==> config.mk <==
export PLATFORM = sky130hd
export DESIGN_NAME = dnn_output_eval
export DESIGN_NICKNAME = d
export VERILOG_FILES = /design/src/rtl/dnn_output_eval.sv
export SDC_FILE = /design/constraint.sdc
export NUM_CORES = 1
export LEC_CHECK = 0
export ABC_CLOCK_PERIOD_IN_PS = 2550
export CAP_MARGIN = 25
export CORE_ASPECT_RATIO = 0.7
export CORE_MARGIN = 2
export CORE_UTILIZATION = 52
export CTS_CLUSTER_SIZE = 16
export DETAILED_ROUTE_END_ITERATION = 8
export PLACE_DENSITY = 0.85
export SLEW_MARGIN = 20
export SYNTH_ARGS = -nofsm -noshare
export SYNTH_HDL_FRONTEND = slang
export SYNTH_SLANG_ARGS = --single-unit
==> constraint.sdc <==
create_clock -name clk -period 2.55 [get_ports clk]
set_input_delay 0.3825 -clock clk [delete_from_list [all_inputs] [get_ports clk]]
set_output_delay 0.3825 -clock clk [all_outputs]
set_load 0.02 [all_outputs]
==> src/rtl/dnn_output_eval.sv <==
// Output evaluation stage: reassembles serially delivered ideal-output chunks,
// compares them with the network output, and accumulates windowed accuracy.
module dnn_output_eval #(
  parameter int NOUT      = 16,
  parameter int NOUT_USED = 10,
  parameter int ANS_W     = 1,
  parameter int CPC       = 18,
  parameter int WIN       = 1000,
  parameter int SKIP      = 2
) (
  input  logic                       clk,
  input  logic                       reset,
  input  logic                       en,
  input  logic [$clog2(CPC)-1:0]     cycle_index,
  input  logic [ANS_W-1:0]           ansL,
  input  logic [NOUT-1:0]            actL_alln,
  output logic                       eval_valid,
  output logic                       eval_correct,
  output logic                       acc_valid,
  output logic [$clog2(WIN+1)-1:0]   acc_count,
  output logic [31:0]                cases_total
);
  localparam int CIW = $clog2(CPC);
  localparam int AW  = $clog2(WIN+1);
  localparam int G   = NOUT / ANS_W;
  localparam int SKW = (SKIP > 0) ? $clog2(SKIP+1) : 1;
  localparam int WW  = (WIN > 1) ? $clog2(WIN) : 1;
  localparam logic [CIW-1:0] LAST_C   = CIW'(CPC-1);
  localparam logic [SKW-1:0] SKIP_V   = SKW'(SKIP);
  localparam logic [WW-1:0]  WIN_LAST = WW'(WIN-1);

  logic [NOUT-1:0] ideal_q, ideal_d;
  logic [SKW-1:0]  skip_q, skip_d;
  logic [WW-1:0]   win_q, win_d;
  logic [AW-1:0]   corr_q, corr_d;
  logic [AW-1:0]   acc_q, acc_d;
  logic [31:0]     tot_q, tot_d;
  logic            ev_q, ec_q, av_q;
  logic            ev_d, ec_d, av_d;
  logic            eval_now, counted, match, last;
  int              ci, cap_g;

  // Chunk g arrives at cycle (g+2) mod G, so cycle c lands in chunk (c-2) mod G.
  always_comb begin
    ideal_d = ideal_q;
    ci      = int'(cycle_index);
    cap_g   = 0;
    if (ci < G) begin
      cap_g = (ci + 2*G - 2) % G;
      for (int k = 0; k < G; k++)
        if (k == cap_g) ideal_d[k*ANS_W +: ANS_W] = ansL;
    end
  end

  assign eval_now = en && (cycle_index == LAST_C);
  assign match    = (ideal_q[NOUT_USED-1:0] == actL_alln[NOUT_USED-1:0]);
  assign counted  = eval_now && (skip_q == SKIP_V);
  assign last     = (win_q == WIN_LAST);

  always_comb begin
    skip_d = skip_q;
    win_d  = win_q;
    corr_d = corr_q;
    acc_d  = acc_q;
    tot_d  = tot_q;
    ev_d   = counted;
    ec_d   = counted && match;
    av_d   = counted && last;
    if (eval_now && skip_q != SKIP_V)
      skip_d = skip_q + 1'b1;
    if (counted) begin
      if (tot_q != 32'hFFFF_FFFF) tot_d = tot_q + 32'd1;
      if (last) begin
        acc_d  = corr_q + AW'(match);
        win_d  = '0;
        corr_d = '0;
      end else begin
        win_d  = win_q + 1'b1;
        corr_d = corr_q + AW'(match);
      end
    end
  end

  always_ff @(posedge clk or negedge reset) begin
    if (!reset) begin
      ideal_q <= '0;
      skip_q  <= '0;
      win_q   <= '0;
      corr_q  <= '0;
      acc_q   <= '0;
      tot_q   <= '0;
      ev_q    <= 1'b0;
      ec_q    <= 1'b0;
      av_q    <= 1'b0;
    end else begin
      ideal_q <= ideal_d;
      skip_q  <= skip_d;
      win_q   <= win_d;
      corr_q  <= corr_d;
      acc_q   <= acc_d;
      tot_q   <= tot_d;
      ev_q    <= ev_d;
      ec_q    <= ec_d;
      av_q    <= av_d;
    end
  end

  assign eval_valid   = ev_q;
  assign eval_correct = ec_q;
  assign acc_valid    = av_q;
  assign acc_count    = acc_q;
  assign cases_total  = tot_q;
endmodule

After elaboration in Yosys (flattened, before gate mapping)
Index checks and enable logic that the tools add are counted.
{ "totals": {"regBits": 77, "inputBits": 25, "out_inout_bits": 45, "wordCells": 62} }
{ "op_classes": {"add_sub_neg": 6, "magnitude_cmp": 1, "eq_ne": 15, "mux": 2, "bitwise_logic": 1, "reduce_logical": 19} }
{ "ops": {"columns": ["operator", "count"], "rows": [
  ["adder 32 x 1 -> 32 bit, second input constant", 1],
  ["logical NOT 32 bit", 1],
  ["!= test 32 bit, second input constant", 1],
  ["AND reduction 2 bit", 12],
  ["equality test 4 x 5 -> 1 bit, first input constant", 4],
  ["two-way mux 10 bit", 2],
  ["adder 10 x 1 -> 10 bit", 1],
  ["adder 10 x 1 -> 10 bit, second input constant", 1],
  ["equality test 10 bit", 1],
  ["equality test 10 bit, second input constant", 1],
  ["equality test 3 x 5 -> 1 bit, first input constant", 2],
  ["equality test 5 bit, first input constant", 2],
  ["subtractor 7 x 2 -> 8 bit, second input constant", 1],
  ["adder 5 x 6 -> 7 bit, second input constant", 1],
  ["equality test 2 x 5 -> 1 bit, first input constant", 1],
  ["equality test 5 bit, second input constant", 1],
  ["logical AND 1 bit", 5],
  ["< comparator 5 bit, second input constant", 1],
  ["OR reduction 4 bit", 1],
  ["adder 2 x 1 -> 2 bit, second input constant", 1],
  ["equality test 2 bit, second input constant", 1],
  ["!= test 2 bit, second input constant", 1],
  ["bitwise AND 1 bit", 1]
]} }

Depth between registers and ports, before layout
Gate-level depths: netlist (run 1).
{ "logic_depth": {"ltp_word": 6, "depth_mapped": 10, "depth_no_buf": 10} }

Worst setup path after synthesis (run 1)
OpenSTA, ideal clock, no wires.
{ "synth_path": {"kind": "input to register", "startpoint": "in actL_alln[1]", "endpoint": "reg corr_q[8]", "setup_ps": 118, "arrival_time_ps": 2116, "required_time_ps": 2432, "path_slack_ps": 316, "cell_stages": 10, "n_path_buf": 0, "path_cell_list": "xnor2_1 > nand4_1 > nor4_1 > ha_1 > ha_1 > and3_1 > nand3_1 > nor2_1 > o21ai_0 > a21o_1"} }
{ "synth_between": {"elab_chain_cells": 3} }
{ "synth_rtl": {"columns": ["element", "line", "text"], "rows": [
  ["start: declaration", "16", "input logic [NOUT-1:0] actL_alln,"],
  ["equality test 10 bit", "56", "assign match = (ideal_q[NOUT_USED-1:0] == actL_alln[NOUT_USED-1:0]);"],
  ["adder 10 x 1 -> 10 bit", "79", "corr_d = corr_q + AW'(match);"],
  ["two-way mux 10 bit", "73", "if (last) begin"],
  ["end signal: assignment", "99", "corr_q <= corr_d;"],
  ["end: declaration", "35", "logic [AW-1:0] corr_q, corr_d;"]
]} }
No other way between the ends.
A chain may end at the register's enable or synchronous reset.

Final worst setup path (run 1)
{ "layout_path": {"startpoint": "in actL_alln[3]", "endpoint": "reg corr_q[8]"} }
Same word-level chain as after synthesis.

==> results.cfg, run 1 <==
[grt]
grt_pass1_vias = 2915
grt_overflow_total = 0
grt_pass1_wl_microns = 13700
grt_max_degree = 43
antenna_found_initial = 0
track_usage_pct = 22.3

[sta]
fin_crit_ps = 2380
finClkSkew_ps = 12.2
worst_pin_slew_ps = 593
slew_violations = 0
min_period_over_period_pct = 93.4
finalHoldViolCount = 0
holdWs_ps = 5.93
max_freq_mhz = 420
relSlewSlack_pct = 60.2
rsz0062_at_grt = false
finalSetupViolCount = 0

[logic_synthesis]
synth-xor-area-share_pct = 13.1
synthFlopType = dfrtp_1
synth.cells.most_frequent = 77 x dfrtp_1, 38 x nand2_1, 32 x nor2_1
synth_top_family_by_area = simple AND/OR/NAND/NOR gates
synthArstFlopShare_pct = 100
synth-seq-cells = 77
synthTopCellsByArea = dfrtp_1 51%, xnor2_1 6.5%, xor2_1 6.5%, nand2_1 3.8%, mux2_2 3.6%
synth_fa_ha_area_share_pct = 2.00
syn_area_sq_mm = 0.00375
yosysWarnings = 0
synthMuxAreaShare_pct = 3.87
synth_top_area_share_pct = 51.4
synth_simple_gate_area_share_pct = 21.6
avgSynthCellArea_sq_um = 10.2
ys_seq_area_share_pct = 51.4
synth_cells = 367
synth_edf_count = 0
yosysTopAreaCell = dfrtp_1
synth_compound_area_share_pct = 5.34
synth.distinct_cells = 39
yosys.cell_count.top_type = dfrtp_1
synth_nets = 398

[layout]
syn_to_final_growth_pct = 27.7
antennaDiodeCount = 0
drive_gt1_share_pct = 12.0
final_net_count = 477

[critical_path]
critPathRequiredTime_ps = 2790
arrival_ps = 2620
start_kind = input port
critical_path_class = in -> reg
reg2reg_setup_slack_ps = 240
cp_common_cell = ha_1
critical-path-slowest-cell = clkdlybuf4s50_1
r2r-end = corr_q[8]
r2r_cells = 10
crit_path_cell_trace = clkdlybuf4s50_1 > xnor2_1 > nand4_1 > nor4_2 > ha_1 > ha_1 > and3_1 > nand3_1 > nor2_1 > o21ai_0 > a21o_1
crit_path_max_incr_delay_ps = 470
endpoint_kind = flop
cp_max_fo = 4
reg2reg_from = ideal_q[3]

[clock_network]
cts_sinks = 77
cts_tree = yes
cts_made_buffers = 9
htree_levels = 3
clock_latency_ps = 350
cts_root_buf = clkbuf_8
clockBufferDepth = 2
path_clk_slew_ps = 80

[detailed_routing]
dr.pass1.iters = 4
ant_nets = 0
wl_per_cell_microns = 14.7
totalWireLength_microns = 8000
drc_errors = 0
via_per_inst = 5.43
vias = 2957
drt-initial-drc-count = 132

[floorplan]
start_util_pct = 54.7
die_y_microns = 75.0
die_w_microns = 105
pin_count = 70
core_sq_mm = 0.00685
die_area_sq_mm = 0.00791
placementRows = 25

[status]
outcome = finished clean

[power_and_ir_drop]
vdd_drop_max_uv = 425
power_mw = 2.59
power.leakage_nw = 2.12
power_density_mw_per_mm2 = 542

[placement]
gp_congestion = 0.817
dp_hpwl_microns = 5900
port-buffer-count = 63

[flow_run]
maxCapViolCount = 0

[min_path]
hold_class = in -> async
## cells by family (layout without fill, tap and decap cells)
family | count (synthesis) | in the layout
muxes | 13 | 13
xor gates and xnor gates | 56 | 56
and+or+nand+nor | 157 | 157
adders and majority gates | 6 | 6
buffers and inverters | 23 | 107
DFF | 77 | 77
AOI/OAI and AO/OA | 35 | 35
## report_power, final
| group | leakage (nW) | internal (mW) | switching [mW] |
|---|---|---|---|
| clock network | 0.110 | 0.551 | 0.445 |
| registers | 1.03 | 1.29 | 0.0538 |
| logic | 0.981 | 0.137 | 0.114 |
## critical path: cells and delay by family
kind / cells / cell delay (ps)
compound gates: 2 / 290
xor+xnor: 1 / 120
fa+ha+maj: 2 / 380
buf+inv: 1 / 470
simple gates: 5 / 980
## sequential cells by signal (all words and copies together) (netlist names)
register	cells
eval_correct	1
corr_q	10
eval_valid	1
ideal_q	10
win_q	10
acc_valid	1
skip_q	2
cases_total	32
acc_count	10
## layer usage
metal  GRT usage [%]  wire (microns)  share of wire [%]  vias to the layer above
li1                -               -                  -                     1437
met1            29.8            3700                 46                     1443
met2            35.6            3810                 48                       70
met3            6.06             414                5.2                        7
met4            8.59              72               0.90                        0
met5               0               0                  0                        -
## stage by stage
| stage | utilization (%) | instance area, sq um | std cells | setup TNS [ps] | setup slack, ps |
|---|---|---|---|---|---|
| after detailed placement | 66.6 | 4570 | 529 | -975 | -262 |
| after floorplan | - | 3750 | 367 | 0 | 316 |
| after CTS | 69.8 | 4780 | 545 | 0 | 109 |
| after global routing | 69.9 | 4790 | 545 | 0 | 30.7 |
| after global placement | 66.6 | 4570 | 529 | -616 | -184 |
| final | 69.9 | 4790 | 545 | 0 | 169 |
## worst max-delay path by stage
stage / start / endpoint / cells past startpoint / slack [ps]
2_1_floorplan: actL_alln[1] / corr_q[8] / 10 / 320
3_3_place_gp: actL_alln[1] / corr_q[8] / 11 / -180
3_5_place_dp: actL_alln[3] / corr_q[8] / 11 / -260
4_1_cts: actL_alln[3] / corr_q[8] / 11 / 110
5_1_grt: actL_alln[3] / corr_q[8] / 11 / 30
6_report: actL_alln[3] / corr_q[8] / 11 / 170
## layout by cell type, fill, tap and decap left out, types with 8 or more instances in the layout
master and count:
o21ai_0 15, xor2_1 28, dfrtp_1 77, nor3_1 13, clkbuf_8 9, inv_1 10
mux2_2 12, xnor2_1 28, a21oi_1 8, clkdlybuf4s50_1 62, nand4_1 18, nand3_1 18
nand2_1 38, nor2_1 32, buf_4 19
## final cells by class
class	count	area, sq um
Clock buffer	10	128
Clock inverter	6	87.6
Fill cell	489	2060
Inverter	10	37.5
Multi-Input combinational cell	267	1730
Sequential cell	77	1930
Tap cell	94	118
Timing Repair Buffer	81	763
## timing repair
| action | in CTS | in global routing |
|---|---|---|
| hold buffers | 0 | 0 |
| buffers inserted | 0 | 0 |
| endpoints found under the setup margin | 0 | 4 |
| gates resized for setup | 0 | 1 |
Power figures use the tool's default switching activity.
==> inputs of run 2 (changes only) <==
--- a/config.mk
+++ b/config.mk
@@ -10,8 +10,10 @@
 export CORE_ASPECT_RATIO = 0.7
 export CORE_MARGIN = 2
 export CORE_UTILIZATION = 52
+export CTS_CLUSTER_DIAMETER = 200
 export CTS_CLUSTER_SIZE = 16
 export DETAILED_ROUTE_END_ITERATION = 8
+export GPL_ROUTABILITY_DRIVEN = 0
 export PLACE_DENSITY = 0.85
 export SLEW_MARGIN = 20
 export SYNTH_ARGS = -nofsm -noshare
==> results of run 2 <==
Final layout, timing and power as in run 1 (identical DEF).
==> inputs of run 3 (changes only) <==
--- a/config.mk
+++ b/config.mk
@@ -9,13 +9,12 @@
 export CAP_MARGIN = 25
 export CORE_ASPECT_RATIO = 0.7
 export CORE_MARGIN = 2
-export CORE_UTILIZATION = 52
+export CORE_UTILIZATION = 50
 export CTS_CLUSTER_DIAMETER = 200
 export CTS_CLUSTER_SIZE = 16
 export DETAILED_ROUTE_END_ITERATION = 8
 export GPL_ROUTABILITY_DRIVEN = 0
-export PLACE_DENSITY = 0.85
-export SLEW_MARGIN = 20
+export PLACE_DENSITY = 0.82
 export SYNTH_ARGS = -nofsm -noshare
 export SYNTH_HDL_FRONTEND = slang
 export SYNTH_SLANG_ARGS = --single-unit
==> run 3 against run 2 <==
  * Clock power shrank 4.5%
  * Combinational power rose by 3%
  * Cell count up 1.3%
  * Sequential share of layout area shrank 0.43 points
  * Count of clock-buffer cells in the layout increased by 3
  * Largest cell class unchanged
==> results.cfg, run 3 (synthesis gave the netlist of run 1 again) <==
[layout]
multi_input_comb_area_sq_mm = 0.00173
final_common_cell = dfrtp_1
syn_to_final_growth_pct = 29.1
final_net_count = 480
seqCellArea_sq_mm = 0.00193
antennaDiodeCount = 0
final_cell_mix = 77 x dfrtp_1, 62 x clkdlybuf4s50_1, 38 x nand2_1, 31 x nor2_1
fill_cells = 582
drive_gt1_share_pct = 12.8
utilization_pct = 66.4
largest_register_ff_count = 32

[grt]
grt_overflow_total = 0
track_usage_pct = 21.8
antenna_found_initial = 0
grt_pass1_vias = 2957
grt_pass1_wl_microns = 14500
grt_max_degree = 78

[min_path]
hold_class = in -> async

[detailed_routing]
wl_per_cell_microns = 15.0
ant_nets = 0
via_per_inst = 5.47
totalWireLength_microns = 8250
dr.pass1.iters = 5
drt-initial-drc-count = 225
drc_errors = 0
vias = 3019

[sta]
slew_violations = 0
relSlewSlack_pct = 75.4
finClkSkew_ps = 13.0
finalSetupViolCount = 0
finalHoldViolCount = 0
max_freq_mhz = 428
worst_pin_slew_ps = 366
holdWs_ps = 379
rsz0062_at_grt = false
fin_crit_ps = 2340
min_period_over_period_pct = 91.6

[floorplan]
placementRows = 26
die_y_microns = 76.4
core_sq_mm = 0.00729
start_util_pct = 51.4
pin_count = 70
die_area_sq_mm = 0.00822
die_w_microns = 107

[clock_network]
cts_sinks = 77
cts_made_buffers = 9
clockBufferDepth = 2
path_clk_slew_ps = 70
cts_root_buf = clkbuf_8
cts_tree = yes
htree_levels = 3
clock_latency_ps = 340

[critical_path]
critical_path_class = in -> reg
cp_max_fo = 4
arrival_ps = 2620
start_kind = input port
critPathRequiredTime_ps = 2830
endpoint_kind = flop

[flow_run]
maxCapViolCount = 0

[placement]
dp_hpwl_microns = 5630
port-buffer-count = 63

[power_and_ir_drop]
power_mw = 2.56
power.leakage_nw = 2.13
vdd_drop_max_uv = 368
power_density_mw_per_mm2 = 529

[status]
outcome = finished clean
[run 3: cell types whose count changed in the layout (fill, tap and decap cells not counted), sizes merged]
cell	delta
clkbuf	+3
clkinv	-3
buf	+2
bufinv	-1
clkinvlp	+1
dlygate4sd3	+1
[run 3: per-stage QoR]
stage | setup WS, ps | area (sq um) | cells | setup TNS [ps]
floorplan | 316 | 3750 | 367 | 0
global placement | -189 | 4580 | 534 | -612
detailed placement | -234 | 4580 | 534 | -886
CTS | 133 | 4790 | 550 | 0
global route | 34.5 | 4840 | 552 | 0
finish | 213 | 4840 | 552 | 0
[run 3: routing by layer]
| layer | GRT usage, % | wire (microns) | vias up |
|---|---|---|---|
| li1 | - | - | 1439 |
| met1 | 31.2 | 3820 | 1468 |
| met2 | 33.5 | 3910 | 104 |
| met3 | 5.47 | 458 | 8 |
| met4 | 5.00 | 61 | 0 |
| met5 | 0 | 0 | - |
[run 3: path summary, 6_finish.rpt]
| path | endpoint | cells after the start | startpoint | slack [ps] |
|---|---|---|---|---|
| max reg2reg | cases_total[22] | 7 | cases_total[0] | 260 |
| min | acc_count[3] | 2 | reset | 380 |
| max | corr_q[8] | 11 | actL_alln[5] | 210 |
| min reg2reg | cases_total[30] | 1 | cases_total[30] | 520 |
| max in group asynchronous | ideal_q[0] | 3 | reset | 1620 |
| min in group clk | cases_total[30] | 1 | cases_total[30] | 520 |
[run 3: cell type report]
type | count | area share, %
clock buffers | 13 | 3.49
clock inverters | 3 | 0.879
inverters | 10 | 0.776
multi-input cells | 267 | 35.8
flip-flops and latches | 77 | 39.8
well taps | 98 | 2.53
repair buffers | 84 | 16.7
[run 3: timing repair]
item                                    4_1_cts  5_1_grt
resized for setup                             0        3
buffers inserted                              0        0
hold endpoints to repair                      0        3
endpoints found under the setup margin        0        4
hold buffers                                  0        1
[run 3: worst max-delay path: stages]
cell,delay [ps]
clkdlybuf4s50_1,490
xnor2_1,120
nand4_1,110
nor4_2,270
ha_2,240
ha_1,150
and3_1,170
nand3_1,150
buf_4,180
nor4_1,230
a21o_1,110
[run 3: where the power goes]
group / total (mW) / switching [mW] / internal, mW
Clock: 0.951 / 0.420 / 0.532
Sequential: 1.35 / 0.0562 / 1.29
Combinational: 0.259 / 0.116 / 0.143
